===== src/rtl/prga_decrypt_fsm_if.sv =====
// S-RAM, ciphertext ROM and result RAM bus for the RC4 PRGA decrypt FSM.
// master: the FSM (drives addresses, write data and enables).
// slave:  the memories/arbiter side (drives read data and start).
interface prga_decrypt_fsm_if;
    logic       start;
    logic [7:0] s_address;
    logic [7:0] s_data;
    logic       s_wren;
    logic [7:0] s_q;
    logic [7:0] rom_address;
    logic [7:0] rom_q;
    logic [7:0] d_address;
    logic [7:0] d_data;
    logic       d_wren;
    logic       finish;
    logic       fail;

    modport master (
        input  start, s_q, rom_q,
        output s_address, s_data, s_wren, rom_address,
               d_address, d_data, d_wren, finish, fail
    );

    modport slave (
        output start, s_q, rom_q,
        input  s_address, s_data, s_wren, rom_address,
               d_address, d_data, d_wren, finish, fail
    );
endinterface


===== src/rtl/prga_decrypt_fsm.sv =====
// RC4 PRGA decrypt FSM: reads the permuted S array, swaps S[i]/S[j],
// XORs each keystream byte with the ciphertext ROM and writes plaintext.
// Optional macro PRGA_ASCII_CHECK_EN: abort on a non [a-z ] plaintext byte.
//
// state | meaning
// IDLE  | wait for start
// RD_I  | i <= i+1, read S[i+1] and ROM[k]
// WT_I  | S[i] and ROM[k] valid on the bus, captured into si/enc, j += S[i]
// LT_I  | spare cycle after the i read
// RD_J  | read S[j]
// WT_J  | S[j] valid, captured into sj
// LT_J  | spare cycle after the j read
// WR_I  | S[i] <= sj
// WR_J  | S[j] <= si
// RD_F  | read S[si+sj]
// WT_F  | keystream byte valid, captured into f
// LT_F  | spare cycle after the f read
// WR_D  | D[k] <= f ^ enc, advance k or finish
// DONE  | one-cycle finish pulse
module prga_decrypt_fsm #(
    parameter int MSG_LEN = 32
) (
    input  logic                  clk,
    input  logic                  reset_n,
    prga_decrypt_fsm_if.master    bus
);
    localparam logic [3:0] S_IDLE = 4'd0;
    localparam logic [3:0] S_RD_I = 4'd1;
    localparam logic [3:0] S_WT_I = 4'd2;
    localparam logic [3:0] S_LT_I = 4'd3;
    localparam logic [3:0] S_RD_J = 4'd4;
    localparam logic [3:0] S_WT_J = 4'd5;
    localparam logic [3:0] S_LT_J = 4'd6;
    localparam logic [3:0] S_WR_I = 4'd7;
    localparam logic [3:0] S_WR_J = 4'd8;
    localparam logic [3:0] S_RD_F = 4'd9;
    localparam logic [3:0] S_WT_F = 4'd10;
    localparam logic [3:0] S_LT_F = 4'd11;
    localparam logic [3:0] S_WR_D = 4'd12;
    localparam logic [3:0] S_DONE = 4'd13;

    localparam logic [7:0] LAST_K = 8'(MSG_LEN - 1);

    logic [3:0] r_state;
    logic [7:0] r_i;
    logic [7:0] r_j;
    logic [7:0] r_k;
    logic [7:0] r_si;
    logic [7:0] r_sj;
    logic [7:0] r_f;
    logic [7:0] r_enc;
    logic [7:0] w_plain;
    logic       w_accept;

    assign w_plain = r_f ^ r_enc;

`ifdef PRGA_ASCII_CHECK_EN
    logic r_fail;
    assign w_accept = ((w_plain >= 8'h61) && (w_plain <= 8'h7A)) || (w_plain == 8'h20);
    assign bus.fail = r_fail;
`else
    assign w_accept = 1'b1;
    assign bus.fail = 1'b0;
`endif

    // State sequencing and datapath registers. The memories have one cycle
    // of read latency and the address is only driven in RD_*, so read data
    // is captured on the edge leaving WT_*; LT_* are pure pacing cycles.
    always_ff @(posedge clk or negedge reset_n) begin
        if (!reset_n) begin
            r_state <= S_IDLE;
            r_i     <= '0;
            r_j     <= '0;
            r_k     <= '0;
            r_si    <= '0;
            r_sj    <= '0;
            r_f     <= '0;
            r_enc   <= '0;
`ifdef PRGA_ASCII_CHECK_EN
            r_fail  <= 1'b0;
`endif
        end else begin
            case (r_state)
                S_IDLE: begin
                    if (bus.start) begin
                        r_i     <= '0;
                        r_j     <= '0;
                        r_k     <= '0;
`ifdef PRGA_ASCII_CHECK_EN
                        r_fail  <= 1'b0;
`endif
                        r_state <= S_RD_I;
                    end
                end
                S_RD_I: begin
                    r_i     <= r_i + 8'd1;
                    r_state <= S_WT_I;
                end
                S_WT_I: begin
                    r_si    <= bus.s_q;
                    r_j     <= r_j + bus.s_q;
                    r_enc   <= bus.rom_q;
                    r_state <= S_LT_I;
                end
                S_LT_I: r_state <= S_RD_J;
                S_RD_J: r_state <= S_WT_J;
                S_WT_J: begin
                    r_sj    <= bus.s_q;
                    r_state <= S_LT_J;
                end
                S_LT_J: r_state <= S_WR_I;
                S_WR_I: r_state <= S_WR_J;
                S_WR_J: r_state <= S_RD_F;
                S_RD_F: r_state <= S_WT_F;
                S_WT_F: begin
                    r_f     <= bus.s_q;
                    r_state <= S_LT_F;
                end
                S_LT_F: r_state <= S_WR_D;
                S_WR_D: begin
`ifdef PRGA_ASCII_CHECK_EN
                    if (!w_accept) begin
                        r_fail  <= 1'b1;
                        r_state <= S_DONE;
                    end else
`endif
                    if (r_k == LAST_K) begin
                        r_state <= S_DONE;
                    end else begin
                        r_k     <= r_k + 8'd1;
                        r_state <= S_RD_I;
                    end
                end
                S_DONE:  r_state <= S_IDLE;
                default: r_state <= S_IDLE;
            endcase
        end
    end

    // Memory-side outputs decoded from state; idle value is all zero.
    always_comb begin
        bus.s_address   = '0;
        bus.s_data      = '0;
        bus.s_wren      = 1'b0;
        bus.rom_address = '0;
        bus.d_address   = '0;
        bus.d_data      = '0;
        bus.d_wren      = 1'b0;
        bus.finish      = 1'b0;
        case (r_state)
            S_RD_I: begin
                bus.s_address   = r_i + 8'd1;
                bus.rom_address = r_k;
            end
            S_RD_J: bus.s_address = r_j;
            S_WR_I: begin
                bus.s_address = r_i;
                bus.s_data    = r_sj;
                bus.s_wren    = 1'b1;
            end
            S_WR_J: begin
                bus.s_address = r_j;
                bus.s_data    = r_si;
                bus.s_wren    = 1'b1;
            end
            S_RD_F: bus.s_address = r_si + r_sj;
            S_WR_D: begin
                bus.d_address = r_k;
                bus.d_data    = w_plain;
                bus.d_wren    = w_accept;
            end
            S_DONE:  bus.finish = 1'b1;
            default: ;
        endcase
    end
endmodule

===== src/flat_wrapper.sv =====
// flat-port wrapper written by rule: the top's interface ports become plain ports
module prga_decrypt_fsm_flat 
#(
    parameter int MSG_LEN = 32
)
  (clk, reset_n, bus_start, bus_s_q, bus_rom_q, bus_s_address, bus_s_data, bus_s_wren, bus_rom_address, bus_d_address, bus_d_data, bus_d_wren, bus_finish, bus_fail);
  prga_decrypt_fsm_if bus_i ();
  input  logic clk;
  input  logic reset_n;
  input wire logic [$bits(bus_i.start)-1:0] bus_start;
  input wire logic [$bits(bus_i.s_q)-1:0] bus_s_q;
  input wire logic [$bits(bus_i.rom_q)-1:0] bus_rom_q;
  output wire logic [$bits(bus_i.s_address)-1:0] bus_s_address;
  output wire logic [$bits(bus_i.s_data)-1:0] bus_s_data;
  output wire logic [$bits(bus_i.s_wren)-1:0] bus_s_wren;
  output wire logic [$bits(bus_i.rom_address)-1:0] bus_rom_address;
  output wire logic [$bits(bus_i.d_address)-1:0] bus_d_address;
  output wire logic [$bits(bus_i.d_data)-1:0] bus_d_data;
  output wire logic [$bits(bus_i.d_wren)-1:0] bus_d_wren;
  output wire logic [$bits(bus_i.finish)-1:0] bus_finish;
  output wire logic [$bits(bus_i.fail)-1:0] bus_fail;
  assign bus_i.start = bus_start;
  assign bus_i.s_q = bus_s_q;
  assign bus_i.rom_q = bus_rom_q;
  assign bus_s_address = bus_i.s_address;
  assign bus_s_data = bus_i.s_data;
  assign bus_s_wren = bus_i.s_wren;
  assign bus_rom_address = bus_i.rom_address;
  assign bus_d_address = bus_i.d_address;
  assign bus_d_data = bus_i.d_data;
  assign bus_d_wren = bus_i.d_wren;
  assign bus_finish = bus_i.finish;
  assign bus_fail = bus_i.fail;
  prga_decrypt_fsm #(.MSG_LEN(MSG_LEN)) u_core (.clk(clk), .reset_n(reset_n), .bus(bus_i));
endmodule

===== config.mk =====
export PLATFORM = sky130hd
export DESIGN_NAME = prga_decrypt_fsm_flat
export DESIGN_NICKNAME = d
export VERILOG_FILES = /design/src/rtl/prga_decrypt_fsm_if.sv /design/src/rtl/prga_decrypt_fsm.sv /design/src/flat_wrapper.sv
export SDC_FILE = /design/constraint.sdc
export NUM_CORES = 1
export LEC_CHECK = 0
export BUFFER_PORTS_ARGS = -buffer_cell sky130_fd_sc_hd__buf_2
export CELL_PAD_IN_SITES_DETAIL_PLACEMENT = 1
export CELL_PAD_IN_SITES_GLOBAL_PLACEMENT = 1
export CORE_MARGIN = 10
export CORE_UTILIZATION = 45
export CTS_BUF_LIST = sky130_fd_sc_hd__clkbuf_8
export DETAILED_ROUTE_END_ITERATION = 8
export GPL_ROUTABILITY_DRIVEN = 0
export GPL_TIMING_DRIVEN = 0
export HOLD_SLACK_MARGIN = 0.12
export PLACE_DENSITY_LB_ADDON = 0.1
export SKIP_CTS_REPAIR_TIMING = 1
export SLEW_MARGIN = 20
export SYNTH_ARGS = -nofsm -noshare
export SYNTH_HDL_FRONTEND = slang
export SYNTH_SLANG_ARGS = --single-unit

===== constraint.sdc =====
create_clock -name clk -period 5.74 [get_ports clk]
set_clock_uncertainty 0.2 [all_clocks]
set_input_delay 0.574 -clock clk [delete_from_list [all_inputs] [get_ports clk]]
set_output_delay 0.574 -clock clk [all_outputs]
set_load 0.05 [all_outputs]

# [Word level (Yosys, flattened, before mapping)]
# Cells that the tools add are included.
[word_totals] regBits=60 latchBits=0 mem_bits_rw=0 mem_bits_ro=0 input_bits=19 mem_count=0
[classes] addsub=4 mul=0 n_div=0 order_cmp=0 eq_ne=16 n_shift=0 mux=16 bitwise=1 reduce_logical=9
[op_table] op="one-hot mux 8 bit (2 select lines)" n=4
[op_table] op="one-hot mux 4 bit (13 select lines)" n=1
[op_table] op="2-to-1 mux 8 bit" n=5
[op_table] op="one-hot mux 8 bit (4 select lines)" n=1
[op_table] op="== test 4 bit (second input constant)" n=6
[op_table] op="adder 8 x 1 -> 8 bit (second input constant)" n=2
[op_table] op="adder 8 bit" n=2
[op_table] op="== test 4 x 3 -> 1 bit (second input constant)" n=4
[op_table] op="== test 4 x 2 -> 1 bit (second input constant)" n=2
[op_table] op="== test 8 x 5 -> 1 bit (second input constant)" n=1
[op_table] op="2-to-1 mux 4 bit" n=2
[op_table] op="bitwise XOR 8 bit" n=1
[op_table] op="nonzero test 2 bit" n=3
[op_table] op="== test 4 x 1 -> 1 bit (second input constant)" n=1
[op_table] op="logical NOT 4 bit" n=1
[op_table] op="inequality test 2 bit (second input constant)" n=2
[op_table] op="AND reduction 2 bit" n=2
[op_table] op="OR reduction 2 bit" n=2
[op_table] op="2-to-1 mux 1 bit" n=3
[op_table] op="AND reduction 3 bit" n=1

# [Depth between registers and ports, before layout]
[logic_depth] depth_word=3 depth_mapped=8 ltp_nobuf=8

# [Worst setup path after synthesis]
# Ideal clock, no wire load.
[synth_timing] kind="reg2out" from="register u_core.r_sj[1]" to="output port bus_s_address[7]" arrival_ns=2.466 t_required_ns=4.966 slack_ns=2.500 path_stages_with_launch=7 path_buffers=0 cell_sequence="dfrtp_1 -> ha_1 -> a211oi_1 -> o21a_1 -> o221ai_1 -> xnor2_1 -> o21ai_0"
[synth_between] elab_chain_cells=2
[synth_rtl] item="start: declaration" line_no="prga_decrypt_fsm.sv:49" text="logic [7:0] r_sj;"
[synth_rtl] item="start signal: assignment" line_no="prga_decrypt_fsm.sv:108" text="r_sj <= bus.s_q;"
[synth_rtl] item="adder 8 bit" line_no="prga_decrypt_fsm.sv:166" text="S_RD_F: bus.s_address = r_si + r_sj;"
[synth_rtl] item="one-hot mux 8 bit (4 select lines)" line_no="prga_decrypt_fsm.sv:150" text="case (r_state)"
[synth_rtl] item="end: declaration" line_no="flat_wrapper.sv:13" text="output wire logic [$bits(bus_i.s_address)-1:0] bus_s_address;"
# No other way between the ends.

# [Worst setup path after layout]
[layout_timing] from="register u_core.r_state[3]" to="output port bus_s_address[4]"
[layout_between] elab_chain_cells=3 word_cells_on_any_way=7
[layout_rtl] item="start: declaration" line_no="prga_decrypt_fsm.sv:44" text="logic [3:0] r_state;"
[layout_rtl] item="start signal: assignment" line_no="prga_decrypt_fsm.sv:71" text="r_state <= S_IDLE;"
[layout_rtl] item="start signal: assignment" line_no="prga_decrypt_fsm.sv:92" text="r_state <= S_RD_I;"
[layout_rtl] item="start signal: assignment" line_no="prga_decrypt_fsm.sv:97" text="r_state <= S_WT_I;"
[layout_rtl] item="== test 4 x 3 -> 1 bit or == test 4 bit (tied branches)" line_no="prga_decrypt_fsm.sv:150"
[layout_rtl] item="OR reduction 2 bit (no line)"
[layout_rtl] item="one-hot mux 8 bit (4 select lines) (*)" line_no="prga_decrypt_fsm.sv:150"
# Every way passes the cells marked *; elsewhere a longest branch is shown, timed or not.

==> flow_summary.json <==
{
  "synth_cell_types": 55,
  "min_period_ps": 3520,
  "grt_start_max_net_pins": 61,
  "finalSetupViolCount": 0,
  "antenna_found_initial": 0,
  "crit_chain": "buf_2 > nand2b_1 > nor2_1 > clkbuf_1 > o21ai_0 > nand3_1 > buf_2",
  "syn_area_sq_um": 3660,
  "relSlewSlack_pct": 48.6,
  "dp_cells": 571,
  "fp.dieH_microns": 110,
  "grt_pass1_wl_microns": 17900,
  "async_reset_ff_share_pct": 100,
  "swShare_pct": 47.0,
  "floorplan.die_area_sq_um": 12100,
  "ioPinCount": 63,
  "ys_seq_area_share_pct": 41.0,
  "min_period_over_period_pct": 61.4,
  "synth_area_per_cell_sq_um": 8.97,
  "worst-r2r-cell-count": 7,
  "setup_tns_ps": 0,
  "cp_slowest_cell": "clkbuf_1",
  "crit_path_start": "u_core.r_state[3]$_DFFE_PN0P_",
  "overflow": 0,
  "cts_made_buffers": 9,
  "power_w": 0.00232,
  "worstSkewPairLatency_ps": 340,
  "pwr-share-clk_pct": 15.1,
  "grt_usage_pct": 18.6,
  "crit_buf_inv": 3,
  "drive_above_1_share_pct": 22.3,
  "dr_total_vias": 3291,
  "vias_per_cell": 5.62,
  "cts_tree": "built",
  "fmax_mhz": 284,
  "hold_path_class": "primary input to asynchronous set/reset pin",
  "syn-num-nets": 445,
  "row_count": 32,
  "finalHoldViolations": 0,
  "dr.pass1.iters": 4,
  "crit_top_cell": "buf_2",
  "htreeDepth": 3,
  "fp.dieW_microns": 110,
  "grt_pass1_vias": 3488,
  "path_depth": 7,
  "crit_path_end_kind": "output port",
  "share_comb_of_total_power_pct": 51.7,
  "r2r-start": "u_core.r_j[0]$_DFFE_PN0P_",
  "clock-sinks": 60,
  "cp.required_ps": 4970,
  "p_int_w": 0.00123,
  "nNetsFinal": 517,
  "cts_buffer_depth": 2,
  "grt_setup_unrepaired": "false",
  "cp.arrival_ps": 2750,
  "synth_warnings": 0,
  "cts-root-buf": "clkbuf_8",
  "wirelength_microns": 10900,
  "syn_to_final_growth_pct": 16.7,
  "p_leak_nw": 2.12,
  "rrSetupSlack_ps": 3470,
  "start_util_pct": 46.9,
  "synthTopCellsByArea": "dfrtp_1 (41%), nand2_1 (7.7%), ha_1 (5.5%)",
  "drt_iter0_markers": 90,
  "yosys-top-cells-count": "nand2_1 (75), dfrtp_1 (60), o21ai_0 (33)",
  "antennaDiodeCount": 0,
  "wire_per_inst_microns": 18.5,
  "portBuffers": 61,
  "clk_pin_slew_ps": 70,
  "synth.ff_latch_count": 60,
  "ir_worst_vdd_v": 0.000260,
  "drv_cap": 0,
  "syn_inst": 408,
  "r2r_end": "u_core.r_j[6]$_DFFE_PN0P_",
  "synth_top_area_share_pct": 41.0,
  "power_switching_w": 0.00109,
  "critPathKind": "flip-flop to output port",
  "worst_pin_slew_ps": 768,
  "utilization_pct": 54.7,
  "startpoint_type": "flip-flop",
  "yosysTopAreaCell": "dfrtp_1",
  "synthFlopType": "dfrtp_1",
  "final_cells": 586,
  "status": "finished, final reports clean",
  "slew_viol_final": 0,
  "p_seq_share_pct": 33.1,
  "drc_errors": 0,
  "p_per_area_nw_per_um2": 543,
  "ant_nets": 0,
  "cpLargestDelayFamily": "buffers and inverters",
  "synth_edf_count": 0,
  "hpwl_microns": 8030,
  "cp_max_fo": 10,
  "max_stage_delay_ps": 510,
  "core_area_sq_um": 7810,
  "synth_most_common_cell": "nand2_1"
}
==> power by group through the flow <==
| stage | clock (W) | combinational [W] | sequential, W |
|---|---|---|---|
| after detailed placement | 0 | 0.00120 | 0.000774 |
| after global placement | 0 | 0.00115 | 0.000760 |
| after CTS | 0.000356 | 0.00121 | 0.000768 |
| after global routing | 0.000374 | 0.00134 | 0.000794 |
| final | 0.000351 | 0.00120 | 0.000768 |
| after floorplan | 0 | 0.000927 | 0.000716 |
==> stage by stage <==
stage	worst slack, ps	hold WS (ps)	area (sq um)
floorplan	2500	78.4	3660
global placement	2660	281	4090
detailed placement	2630	284	4100
CTS	2240	139	4270
global route	2040	174	4270
finish	2220	108	4270
==> sequential cells by signal (all words and copies together), names as in the netlist <==
signal	count
u_core.r_j	8
u_core.r_si	8
u_core.r_f	8
u_core.r_k	8
u_core.r_enc	8
u_core.r_sj	8
u_core.r_state	4
u_core.r_i	8
==> final cells by class <==
type / instances / area [sq um]
Clock inverter: 4 / 25.0
Fill cell: 953 / 3530
Clock buffer: 11 / 151
Multi-Input combinational cell: 324 / 2060
Sequential cell: 60 / 1500
Timing Repair Buffer: 61 / 308
Tap cell: 102 / 128
Inverter: 9 / 33.8
Buffer: 15 / 67.6
==> logic make-up after synthesis <==
logic type      count (synthesis)  share of synthesized area (%)
xor+xnor                       19                           4.55
other cells                     1                          0.102
fa+ha+maj                      18                           6.56
mux                            19                           5.74
compound gates                 89                           15.8
buf+inv                        24                           2.77
simple gates                  178                           23.4
flops                          60                           41.0
==> routing by layer <==
metal	routed length (microns)	global-route usage (%)	up-vias	part of all wire, %
met2	5410	31.9	62	50
met1	4850	23.1	1644	45
met3	437	3.19	15	4.0
li1	-	-	1570	-
met5	0	0	-	0
met4	160	6.70	0	1.5
==> layout by cell type, fill, tap and decap left out, types with 7 or more instances in the layout <==
master | synthesis | routed
a21oi_1 | 12 | 12
a22o_1 | 9 | 9
and2_1 | 17 | 17
buf_2 | 6 | 66
clkbuf_1 | 7 | 7
clkbuf_8 | 0 | 11
dfrtp_1 | 60 | 60
ha_1 | 16 | 16
inv_1 | 8 | 8
mux2_2 | 16 | 16
nand2_1 | 75 | 75
nand2b_1 | 9 | 9
nand3_1 | 18 | 18
nor2_1 | 31 | 31
o21ai_0 | 33 | 33
xnor2_1 | 12 | 12
xor2_1 | 7 | 7
==> how the worst max path moves through the flow <==
stage and end:
3_5_place_dp bus_s_address[4], 4_1_cts bus_s_address[4], 3_3_place_gp bus_s_address[4], 2_1_floorplan bus_s_address[7], 6_report bus_s_address[4], 5_1_grt bus_s_address[4]
Note: power is estimated with default switching activity, not from simulation.
